===== src/rtl/rv_dual_pkg.sv =====
// Shared types and constants for the dual-issue ID->EX latch.
package rv_dual_pkg;

  localparam int unsigned XLEN   = 64;
  localparam int unsigned REG_AW = 5;
  localparam int unsigned OPR_W  = 4;

  // ALU opcodes
  localparam logic [OPR_W-1:0] OPR_ADD = 4'b0000;
  localparam logic [OPR_W-1:0] OPR_SUB = 4'b0001;
  localparam logic [OPR_W-1:0] OPR_SLL = 4'b0010;
  localparam logic [OPR_W-1:0] OPR_SLT = 4'b0011;
  localparam logic [OPR_W-1:0] OPR_XOR = 4'b0100;
  localparam logic [OPR_W-1:0] OPR_SRL = 4'b0101;
  localparam logic [OPR_W-1:0] OPR_OR  = 4'b0110;
  localparam logic [OPR_W-1:0] OPR_AND = 4'b0111;
  // Branch / jump opcodes; anything at or above OPR_BEQ is control flow
  localparam logic [OPR_W-1:0] OPR_BEQ = 4'b1000;
  localparam logic [OPR_W-1:0] OPR_BNE = 4'b1001;
  localparam logic [OPR_W-1:0] OPR_BGE = 4'b1010;
  localparam logic [OPR_W-1:0] OPR_JAL = 4'b1011;

  typedef struct packed {
    logic              valid;
    logic [OPR_W-1:0]  opr;
    logic [XLEN-1:0]   op1;
    logic [XLEN-1:0]   op2;
    logic [REG_AW-1:0] rd;
    logic              we;
  } slot_t;

  typedef enum logic [0:0] {
    RUN   = 1'b0,
    SPLIT = 1'b1
  } state_e;

endpackage


===== src/rtl/dual_issue_ex_latch_if.sv =====
// Decode-side pair, control and EX-side bundles of the dual-issue latch.
interface dual_issue_ex_latch_if;
  import rv_dual_pkg::*;

  logic              in_valid;
  logic              in_b_valid;
  logic              in_ready;
  logic [OPR_W-1:0]  a_opr;
  logic [OPR_W-1:0]  b_opr;
  logic [XLEN-1:0]   a_op1;
  logic [XLEN-1:0]   a_op2;
  logic [XLEN-1:0]   b_op1;
  logic [XLEN-1:0]   b_op2;
  logic [REG_AW-1:0] a_rd;
  logic [REG_AW-1:0] b_rd;
  logic              a_we;
  logic              b_we;
  logic [REG_AW-1:0] b_rs1;
  logic [REG_AW-1:0] b_rs2;
  logic              b_use1;
  logic              b_use2;
  logic [XLEN-1:0]   fwd_a_data;
  logic              stall;
  logic              flush;

  logic              exa_valid;
  logic [OPR_W-1:0]  exa_opr;
  logic [XLEN-1:0]   exa_op1;
  logic [XLEN-1:0]   exa_op2;
  logic [REG_AW-1:0] exa_rd;
  logic              exa_we;
  logic              exb_valid;
  logic [OPR_W-1:0]  exb_opr;
  logic [XLEN-1:0]   exb_op1;
  logic [XLEN-1:0]   exb_op2;
  logic [REG_AW-1:0] exb_rd;
  logic              exb_we;

  modport slave (
    input  in_valid, in_b_valid, a_opr, b_opr, a_op1, a_op2, b_op1, b_op2,
           a_rd, b_rd, a_we, b_we, b_rs1, b_rs2, b_use1, b_use2,
           fwd_a_data, stall, flush,
    output in_ready,
           exa_valid, exa_opr, exa_op1, exa_op2, exa_rd, exa_we,
           exb_valid, exb_opr, exb_op1, exb_op2, exb_rd, exb_we
  );

  modport master (
    output in_valid, in_b_valid, a_opr, b_opr, a_op1, a_op2, b_op1, b_op2,
           a_rd, b_rd, a_we, b_we, b_rs1, b_rs2, b_use1, b_use2,
           fwd_a_data, stall, flush,
    input  in_ready,
           exa_valid, exa_opr, exa_op1, exa_op2, exa_rd, exa_we,
           exb_valid, exb_opr, exb_op1, exb_op2, exb_rd, exb_we
  );
endinterface


===== src/rtl/dual_issue_ex_latch_hazard.sv =====
// Intra-pair hazard detect: B reads A's destination, or B is control flow.
module dual_pair_hazard
  import rv_dual_pkg::*;
(
  input  logic [REG_AW-1:0] a_rd,
  input  logic              a_we,
  input  logic [REG_AW-1:0] b_rs1,
  input  logic [REG_AW-1:0] b_rs2,
  input  logic              b_use1,
  input  logic              b_use2,
  input  logic [OPR_W-1:0]  b_opr,
  output logic              dep1,
  output logic              dep2,
  output logic              split
);

  // x0 is never a real producer, so it cannot create a dependency
  assign dep1  = b_use1 & a_we & (a_rd != '0) & (b_rs1 == a_rd);
  assign dep2  = b_use2 & a_we & (a_rd != '0) & (b_rs2 == a_rd);
  assign split = dep1 | dep2 | (b_opr >= OPR_BEQ);

endmodule


===== src/rtl/dual_issue_ex_latch.sv =====
// ID->EX pipeline register for a 2-way core; splits dependent or branch-B pairs.
module dual_issue_ex_latch
  import rv_dual_pkg::*;
(
  input logic                  clk,
  input logic                  reset,
  dual_issue_ex_latch_if.slave io
);

  state_e state_q, state_d;
  slot_t  exa_q, exa_d;
  slot_t  exb_q, exb_d;
  slot_t  held_q, held_d;
  logic   hdep1_q, hdep1_d;
  logic   hdep2_q, hdep2_d;

  logic   dep1_c, dep2_c, split_c;
  slot_t  a_slot_c, b_slot_c;

  dual_pair_hazard u_hazard (
    .a_rd   (io.a_rd),
    .a_we   (io.a_we),
    .b_rs1  (io.b_rs1),
    .b_rs2  (io.b_rs2),
    .b_use1 (io.b_use1),
    .b_use2 (io.b_use2),
    .b_opr  (io.b_opr),
    .dep1   (dep1_c),
    .dep2   (dep2_c),
    .split  (split_c)
  );

  assign a_slot_c = '{valid: 1'b1, opr: io.a_opr, op1: io.a_op1, op2: io.a_op2,
                      rd: io.a_rd, we: io.a_we};
  assign b_slot_c = '{valid: io.in_b_valid, opr: io.b_opr, op1: io.b_op1, op2: io.b_op2,
                      rd: io.b_rd, we: io.b_we & io.in_b_valid};

  assign io.in_ready = (state_q == RUN) & ~io.stall & ~io.flush;

  // Next-state: flush beats stall beats issue; SPLIT reissues held B on slot A
  always_comb begin
    state_d = state_q;
    exa_d   = exa_q;
    exb_d   = exb_q;
    held_d  = held_q;
    hdep1_d = hdep1_q;
    hdep2_d = hdep2_q;
    if (io.flush) begin
      exa_d.valid  = 1'b0;
      exa_d.we     = 1'b0;
      exb_d.valid  = 1'b0;
      exb_d.we     = 1'b0;
      held_d.valid = 1'b0;
      state_d      = RUN;
    end else if (!io.stall) begin
      case (state_q)
        RUN: begin
          if (io.in_valid) begin
            exa_d = a_slot_c;
            if (io.in_b_valid && split_c) begin
              exb_d.valid = 1'b0;
              exb_d.we    = 1'b0;
              held_d      = b_slot_c;
              hdep1_d     = dep1_c;
              hdep2_d     = dep2_c;
              state_d     = SPLIT;
            end else begin
              exb_d = b_slot_c;
            end
          end else begin
            exa_d.valid = 1'b0;
            exa_d.we    = 1'b0;
            exb_d.valid = 1'b0;
            exb_d.we    = 1'b0;
          end
        end
        SPLIT: begin
          // A is in EX now, so its result is on fwd_a_data this cycle
          exa_d        = held_q;
          exa_d.op1    = hdep1_q ? io.fwd_a_data : held_q.op1;
          exa_d.op2    = hdep2_q ? io.fwd_a_data : held_q.op2;
          exa_d.we     = held_q.we & held_q.valid;
          exb_d.valid  = 1'b0;
          exb_d.we     = 1'b0;
          held_d.valid = 1'b0;
          state_d      = RUN;
        end
        default: state_d = RUN;
      endcase
    end
  end

  // State and bundle registers
  always_ff @(posedge clk or posedge reset) begin
    if (reset) begin
      state_q <= RUN;
      exa_q   <= '0;
      exb_q   <= '0;
      held_q  <= '0;
      hdep1_q <= 1'b0;
      hdep2_q <= 1'b0;
    end else begin
      state_q <= state_d;
      exa_q   <= exa_d;
      exb_q   <= exb_d;
      held_q  <= held_d;
      hdep1_q <= hdep1_d;
      hdep2_q <= hdep2_d;
    end
  end

  assign io.exa_valid = exa_q.valid;
  assign io.exa_opr   = exa_q.opr;
  assign io.exa_op1   = exa_q.op1;
  assign io.exa_op2   = exa_q.op2;
  assign io.exa_rd    = exa_q.rd;
  assign io.exa_we    = exa_q.we;
  assign io.exb_valid = exb_q.valid;
  assign io.exb_opr   = exb_q.opr;
  assign io.exb_op1   = exb_q.op1;
  assign io.exb_op2   = exb_q.op2;
  assign io.exb_rd    = exb_q.rd;
  assign io.exb_we    = exb_q.we;

endmodule


===== src/flat_wrapper.sv =====
// flat-port wrapper written by rule: the top's interface ports become plain ports
module dual_issue_ex_latch_flat import rv_dual_pkg::*;
  (clk, reset, io_in_valid, io_in_b_valid, io_a_opr, io_b_opr, io_a_op1, io_a_op2, io_b_op1, io_b_op2, io_a_rd, io_b_rd, io_a_we, io_b_we, io_b_rs1, io_b_rs2, io_b_use1, io_b_use2, io_fwd_a_data, io_stall, io_flush, io_in_ready, io_exa_valid, io_exa_opr, io_exa_op1, io_exa_op2, io_exa_rd, io_exa_we, io_exb_valid, io_exb_opr, io_exb_op1, io_exb_op2, io_exb_rd, io_exb_we);
  dual_issue_ex_latch_if io_i ();
  input logic clk;
  input logic reset;
  input wire logic [$bits(io_i.in_valid)-1:0] io_in_valid;
  input wire logic [$bits(io_i.in_b_valid)-1:0] io_in_b_valid;
  input wire logic [$bits(io_i.a_opr)-1:0] io_a_opr;
  input wire logic [$bits(io_i.b_opr)-1:0] io_b_opr;
  input wire logic [$bits(io_i.a_op1)-1:0] io_a_op1;
  input wire logic [$bits(io_i.a_op2)-1:0] io_a_op2;
  input wire logic [$bits(io_i.b_op1)-1:0] io_b_op1;
  input wire logic [$bits(io_i.b_op2)-1:0] io_b_op2;
  input wire logic [$bits(io_i.a_rd)-1:0] io_a_rd;
  input wire logic [$bits(io_i.b_rd)-1:0] io_b_rd;
  input wire logic [$bits(io_i.a_we)-1:0] io_a_we;
  input wire logic [$bits(io_i.b_we)-1:0] io_b_we;
  input wire logic [$bits(io_i.b_rs1)-1:0] io_b_rs1;
  input wire logic [$bits(io_i.b_rs2)-1:0] io_b_rs2;
  input wire logic [$bits(io_i.b_use1)-1:0] io_b_use1;
  input wire logic [$bits(io_i.b_use2)-1:0] io_b_use2;
  input wire logic [$bits(io_i.fwd_a_data)-1:0] io_fwd_a_data;
  input wire logic [$bits(io_i.stall)-1:0] io_stall;
  input wire logic [$bits(io_i.flush)-1:0] io_flush;
  output wire logic [$bits(io_i.in_ready)-1:0] io_in_ready;
  output wire logic [$bits(io_i.exa_valid)-1:0] io_exa_valid;
  output wire logic [$bits(io_i.exa_opr)-1:0] io_exa_opr;
  output wire logic [$bits(io_i.exa_op1)-1:0] io_exa_op1;
  output wire logic [$bits(io_i.exa_op2)-1:0] io_exa_op2;
  output wire logic [$bits(io_i.exa_rd)-1:0] io_exa_rd;
  output wire logic [$bits(io_i.exa_we)-1:0] io_exa_we;
  output wire logic [$bits(io_i.exb_valid)-1:0] io_exb_valid;
  output wire logic [$bits(io_i.exb_opr)-1:0] io_exb_opr;
  output wire logic [$bits(io_i.exb_op1)-1:0] io_exb_op1;
  output wire logic [$bits(io_i.exb_op2)-1:0] io_exb_op2;
  output wire logic [$bits(io_i.exb_rd)-1:0] io_exb_rd;
  output wire logic [$bits(io_i.exb_we)-1:0] io_exb_we;
  assign io_i.in_valid = io_in_valid;
  assign io_i.in_b_valid = io_in_b_valid;
  assign io_i.a_opr = io_a_opr;
  assign io_i.b_opr = io_b_opr;
  assign io_i.a_op1 = io_a_op1;
  assign io_i.a_op2 = io_a_op2;
  assign io_i.b_op1 = io_b_op1;
  assign io_i.b_op2 = io_b_op2;
  assign io_i.a_rd = io_a_rd;
  assign io_i.b_rd = io_b_rd;
  assign io_i.a_we = io_a_we;
  assign io_i.b_we = io_b_we;
  assign io_i.b_rs1 = io_b_rs1;
  assign io_i.b_rs2 = io_b_rs2;
  assign io_i.b_use1 = io_b_use1;
  assign io_i.b_use2 = io_b_use2;
  assign io_i.fwd_a_data = io_fwd_a_data;
  assign io_i.stall = io_stall;
  assign io_i.flush = io_flush;
  assign io_in_ready = io_i.in_ready;
  assign io_exa_valid = io_i.exa_valid;
  assign io_exa_opr = io_i.exa_opr;
  assign io_exa_op1 = io_i.exa_op1;
  assign io_exa_op2 = io_i.exa_op2;
  assign io_exa_rd = io_i.exa_rd;
  assign io_exa_we = io_i.exa_we;
  assign io_exb_valid = io_i.exb_valid;
  assign io_exb_opr = io_i.exb_opr;
  assign io_exb_op1 = io_i.exb_op1;
  assign io_exb_op2 = io_i.exb_op2;
  assign io_exb_rd = io_i.exb_rd;
  assign io_exb_we = io_i.exb_we;
  dual_issue_ex_latch u_core (.clk(clk), .reset(reset), .io(io_i));
endmodule

===== config.mk =====
export PLATFORM = sky130hd
export DESIGN_NAME = dual_issue_ex_latch_flat
export DESIGN_NICKNAME = d
export VERILOG_FILES = /design/src/rtl/rv_dual_pkg.sv /design/src/rtl/dual_issue_ex_latch_if.sv /design/src/rtl/dual_issue_ex_latch_hazard.sv /design/src/rtl/dual_issue_ex_latch.sv /design/src/flat_wrapper.sv
export SDC_FILE = /design/constraint.sdc
export NUM_CORES = 1
export LEC_CHECK = 0
export ABC_CLOCK_PERIOD_IN_PS = 18100
export CAP_MARGIN = 20
export CORE_AREA = 2 2 251 253
export DETAILED_ROUTE_END_ITERATION = 16
export DIE_AREA = 0 0 253 255
export HOLD_SLACK_MARGIN = 0.02
export PLACE_DENSITY = 0.66
export SLEW_MARGIN = 20
export SYNTH_ARGS = -nofsm -noshare
export SYNTH_HDL_FRONTEND = slang
export SYNTH_SLANG_ARGS = --single-unit

===== constraint.sdc =====
create_clock -name clk -period 18.1 [get_ports clk]
set_input_delay 3.62 -clock clk [delete_from_list [all_inputs] [get_ports clk]]
set_output_delay 3.62 -clock clk [all_outputs]
set_load 0.01 [all_outputs]

# ---- Word level (Yosys, flattened, before mapping)
# Index checks and enable logic that the tools add are counted.
dict set report op_classes {
  bitwise 16
  n_mux 32
  n_reduce_logical 6
  n_lt_le_gt_ge 1
  n_eq_ne 6
}
# cell n
set op_table {}
lappend op_table {{two-way mux 139 bit} 5}
lappend op_table {{two-way mux 137 bit} 4}
lappend op_table {{case mux 139 bit (2 select lines)} 1}
lappend op_table {{two-way mux 138 bit} 1}
lappend op_table {{two-way mux 64 bit} 2}
lappend op_table {{two-way mux 1 bit} 15}
lappend op_table {{AND 1 bit} 10}
lappend op_table {{equality test 5 bit} 2}
lappend op_table {{AND reduction 5 bit} 2}
lappend op_table {{case mux 1 bit (2 select lines)} 4}
lappend op_table {{inequality test 3 bit (second input constant)} 2}
lappend op_table {{AND reduction 3 bit} 2}
lappend op_table {{nonzero test 5 bit} 1}
lappend op_table {{greater-or-equal comparator 4 bit (second input constant)} 1}
lappend op_table {{NOT 1 bit} 4}
lappend op_table {{inequality test 2 x 1 -> 1 bit (second input constant)} 1}
lappend op_table {{inequality test 2 bit (second input constant)} 1}
lappend op_table {{bitwise OR 1 bit} 2}
lappend op_table {{logical AND 1 bit} 1}
dict set report totals {
  out_inout_bits 279
  input_bits 358
  ff_bits 420
  wordCells 82
}

# ---- Longest topological paths before layout
dict set report logic_depth {
  ltp_word 11
  ltp_mapped 9
  depth_no_buf 5
}

# ---- Hierarchy
# A second synthesis with hierarchy kept.
dict set report unflattened {
  hier_cells 1375
  area_unflattened_um2 19028.2
}
# module n_inst seq_area_each_um2 cells_per_inst area_each_um2
set modules_own_cells {}
lappend modules_own_cells {dual_issue_ex_latch 1 10510.1 1356 18891.9}
lappend modules_own_cells {dual_pair_hazard 1 0.0 19 136.4}

# ---- Least setup slack after synthesis
# Ideal clock, no wire load.
dict set report synth_timing {
  kind {input to output}
  start {in io_stall}
  end {out io_in_ready}
  n_path_buf 1
  cell_stages 2
  required_ns 14.480
  slack_ns 10.420
  t_arrival_ns 4.060
  cell_sequence {clkbuf_1 -> nor3_1}
}
dict set report synth_via {
  elab_chain_len 3
}
# element line_no
set synth_rtl {}
lappend synth_rtl {{start, declared} flat_wrapper.sv:24} ;# input wire logic [$bits(io_i.stall)-1:0] io_stall;
lappend synth_rtl {{NOT 1 bit (no line)} -}
lappend synth_rtl {{AND 1 bit (2 in a row)} dual_issue_ex_latch.sv:38} ;# assign io.in_ready = (state_q == RUN) & ~io.stall & ~io.flush;
lappend synth_rtl {{end, declared} flat_wrapper.sv:26} ;# output wire logic [$bits(io_i.in_ready)-1:0] io_in_ready;
# No other way between the ends.

# ---- Worst setup path in the final report
dict set report layout_timing {
  start {in io_flush}
  end {out io_in_ready}
}
dict set report layout_via {
  elab_chain_len 2
}
# element line_no
set layout_rtl {}
lappend layout_rtl {{start, declared} flat_wrapper.sv:25} ;# input wire logic [$bits(io_i.flush)-1:0] io_flush;
lappend layout_rtl {{NOT 1 bit (no line)} -}
lappend layout_rtl {{AND 1 bit} dual_issue_ex_latch.sv:38}
# No other way between the ends.

==> impl_metrics.yaml <==
status:
  outcome: "finished clean"
clocking:
  clkTransAtPathRegs_ps: 60
  post_cts_buffers: 0
  cts-buffers-inserted: 50
  clock_path_buffers: 3
  cts_htree_levels: 2
  cts_root_buf: "clkbuf_16"
  post_cts_resized: 0
  cts_tree: "yes"
  holdBufCountCts: 0
  clock-sinks: 420
  insertion_delay_ps: 590
floorplan:
  dieHeight_um: 255
  die_area_mm2: 0.06452
  die-width_um: 253
  placementRows: 92
  ios: 637
  start_util_pct: 35.95
  core_mm2: 0.06216
cells_and_area:
  drive_gt1_share_pct: 5.713
  nets: 3170
  syn_to_final_growth_pct: 38.32
synthesis:
  yosysSeqAreaShare_pct: 47.03
  synth.area.top_cells: "dfrtp_1, nand2_1, mux2i_1"
  synth_edf_count: 0
  synth_compound_area_share_pct: 17.18
  synth-xor-area-share_pct: 0.3919
  synth.most_common_cell: "nand2_1"
  yosys_register_bits: 420
  ys.flop_type: "dfrtp_1"
  synth-simple-area-share_pct: 18.04
  syn_area_mm2: 0.02235
  synth_top_area_share_pct: 47.03
  ys_async_sr_fraction_pct: 100.0
  synth_top_family_by_area: "simple AND/OR/NAND/NOR gates"
  syn-mean-instance-area_um2: 9.612
  ys_warn_count: 0
  yosys.area.top_type: "dfrtp_1"
  syn_nets: 2683
  synth_cells: 2325
  synth_adder_area_share_pct: 0
  synth_common_cells: "nand2_1, dfrtp_1, o21ai_0"
  synthMuxAreaShare_pct: 13.08
  ys_types: 34
placement:
  place_congestion: 0.8876
  preCtsSetupSlack_ps: 9522
  io_buffers: 636
  dp_hpwl_um: 52100
sta:
  fin_crit_sh_pct: 47.46
  slew_violations: 0
  finalSetupViolCount: 0
  worst_pin_slew_ps: 1090
  rsz0062_at_grt: "false"
  finalCriticalPeriod_ps: 8590
  fin_ws_ps: 9510
  slew_headroom_pct: 27.34
  fmax_mhz: 116.4
  hold_viol: 0
  fin_tns_setup_ps: 0
  fin_worst_skew_ps: 16.47
route:
  via_count: 20257
  drcViolationCount: 0
  first_pass_iters: 5
  drt_iter0_drc: 1544
  wl_um: 76710
  vias_per_cell: 5.536
  drt-wirelength-per-cell_um: 20.97
  final_antenna_net_count: 0
grt:
  grt_pass1_wl_um: 117100
  antenna_found_initial: 8
  grt_max_degree: 174
  grt_pass1_vias: 20182
  track_usage_pct: 22.91
  overflow: 0
pwr:
  power_frac_seq_pct: 39.2
  power_density_mw_per_mm2: 105.8
  p_comb_share_pct: 26.8
  ir_drop_uv: 70.42
  p_leak_nw: 11.53
  intPower_mw: 2.325
  netSwitchingFraction_pct: 28.92
  p_sw_uw: 945.8
  power.share.clock_pct: 34.0
setup_path:
  crit_path_frequent_cell: "clkdlybuf4s50_1"
  cp_slowest_cell: "clkdlybuf4s50_1"
  cpLargestDelayFamily: "buffers and inverters"
  critPathMaxFanout: 7
  r2r_slack_ps: 14070
  worstPathArrival_ps: 4970
  startpoint_type: "input port"
  worstPathRequired_ps: 14480
  path_cells: "clkdlybuf4s50_1 -> nor3_1 -> clkdlybuf4s50_1"
  path_class: "in -> out"
  cpPeakStageDelay_ps: 570
  path_buf_inv: 2
  endpoint_kind: "output port"
job:
  maxCapViolations: 0
min_path:
  hold_class: "reg -> reg"
## path summary, 6_finish.rpt
kind                       cells past startpoint                    end                  start
setup / recovery                               3            io_in_ready               io_flush
hold / removal                                 2  u_core.io.exa_op2[63]  u_core.io.exa_op2[63]
setup reg to reg                               5  u_core.io.exb_op1[28]         u_core.state_q
hold reg to reg                                2  u_core.io.exa_op2[63]  u_core.io.exa_op2[63]
max in group asynchronous                      4  u_core.io.exa_op2[32]                  reset
min in group asynchronous                      2    u_core.io.exa_rd[2]                  reset
## sequential cells by signal, indices dropped and copies added, names as in the netlist
signal               flops
u_core.io.exb_we         1
u_core.held_q          139
u_core.hdep2_q           1
u_core.io.exb_op1       64
u_core.state_q           1
u_core.io.exb_opr        4
u_core.io.exa_we         1
u_core.io.exa_valid      1
u_core.io.exa_rd         5
u_core.io.exb_op2       64
u_core.io.exb_rd         5
u_core.io.exa_op1       64
u_core.io.exb_valid      1
u_core.io.exa_op2       64
u_core.hdep1_q           1
u_core.io.exa_opr        4
## layer usage
metal  vias to the layer above  global-route usage (%)  wire length [µm]
li1                       9439                       -                 -
met1                     10082                   28.70             31720
met2                       585                   38.19             37270
met3                       145                   5.960              5089
met4                         6                   8.233              2586
met5                         -                       0                43
## final cells by class
cell class	instances	area [µm²]
Fill cell	5642	31250
Timing Repair Buffer	662	6604
Clock buffer	74	1545
Clock inverter	19	282.8
Antenna cell	7	17.52
Sequential cell	420	10520
Tap cell	799	999.7
Inverter	2	15.01
Multi-Input combinational cell	1676	10930
## cell usage in the layout, fill, tap and decap left out, drive strengths merged
| cell type | synthesis | layout |
|---|---|---|
| or4 | 1 | 1 |
| diode | 0 | 7 |
| nand2 | 546 | 546 |
| inv | 2 | 2 |
| o21ai | 272 | 272 |
| a22o | 4 | 4 |
| clkinvlp | 0 | 2 |
| o311ai | 136 | 136 |
| a21oi | 2 | 2 |
| a221oi | 136 | 136 |
| nor3 | 2 | 2 |
| nor3b | 136 | 136 |
| nand3b | 2 | 2 |
| nor4 | 1 | 1 |
| a32o | 1 | 1 |
| nor2 | 7 | 7 |
| bufinv | 0 | 7 |
| a31oi | 1 | 1 |
| nand2b | 1 | 1 |
| o41ai | 1 | 1 |
| clkdlybuf4s50 | 0 | 635 |
| nand4 | 1 | 1 |
| o2111a | 1 | 1 |
| and2 | 137 | 137 |
| mux2i | 138 | 138 |
| xnor2 | 10 | 10 |
| nor2b | 1 | 1 |
| clkinv | 0 | 10 |
| dfrtp | 420 | 420 |
| mux2 | 137 | 137 |
| nor4b | 1 | 1 |
| buf | 45 | 27 |
| nand3 | 1 | 1 |
| clkbuf | 182 | 74 |
## worst reg2reg max path, stage by stage (launching register included)
cell	delay, ps
dfrtp_4	790
nor4b_4	1000
buf_4	790
buf_4	760
nand2_1	180
o311ai_0	360
## metrics by stage
step | cell area (µm²) | cells | power, mW | hold slack, ps | util, %
6_report | 30910 | 3659 | 3.270 | 476.4 | 49.73
5_1_grt | 30900 | 3656 | 3.438 | 494.6 | 49.72
4_1_cts | 30870 | 3651 | 3.302 | 482.5 | 49.66
3_5_place_dp | 29040 | 3558 | 2.177 | 469.2 | 46.72
3_3_place_gp | 29040 | 3558 | 2.142 | 460.6 | 46.72
2_1_floorplan | 22350 | 2325 | 1.674 | 463.5 | -
## power groups by stage
stage / Combinational, mW / Sequential [mW] / Clock, mW
2_1_floorplan: 0.350 / 1.32 / 0
3_3_place_gp: 0.860 / 1.28 / 0
3_5_place_dp: 0.882 / 1.30 / 0
4_1_cts: 0.886 / 1.28 / 1.14
5_1_grt: 0.953 / 1.31 / 1.18
6_report: 0.876 / 1.28 / 1.11
## cell families (layout without fill, tap and decap cells)
logic type,Yosys count,in the layout
buffers and inverters,229,757
DFF,420,420
and+or+nand+nor,837,837
other,0,7
xor gates and xnor gates,10,10
muxes,275,275
AOI/OAI and AO/OA,554,554
Power figures use the tool's default switching activity.
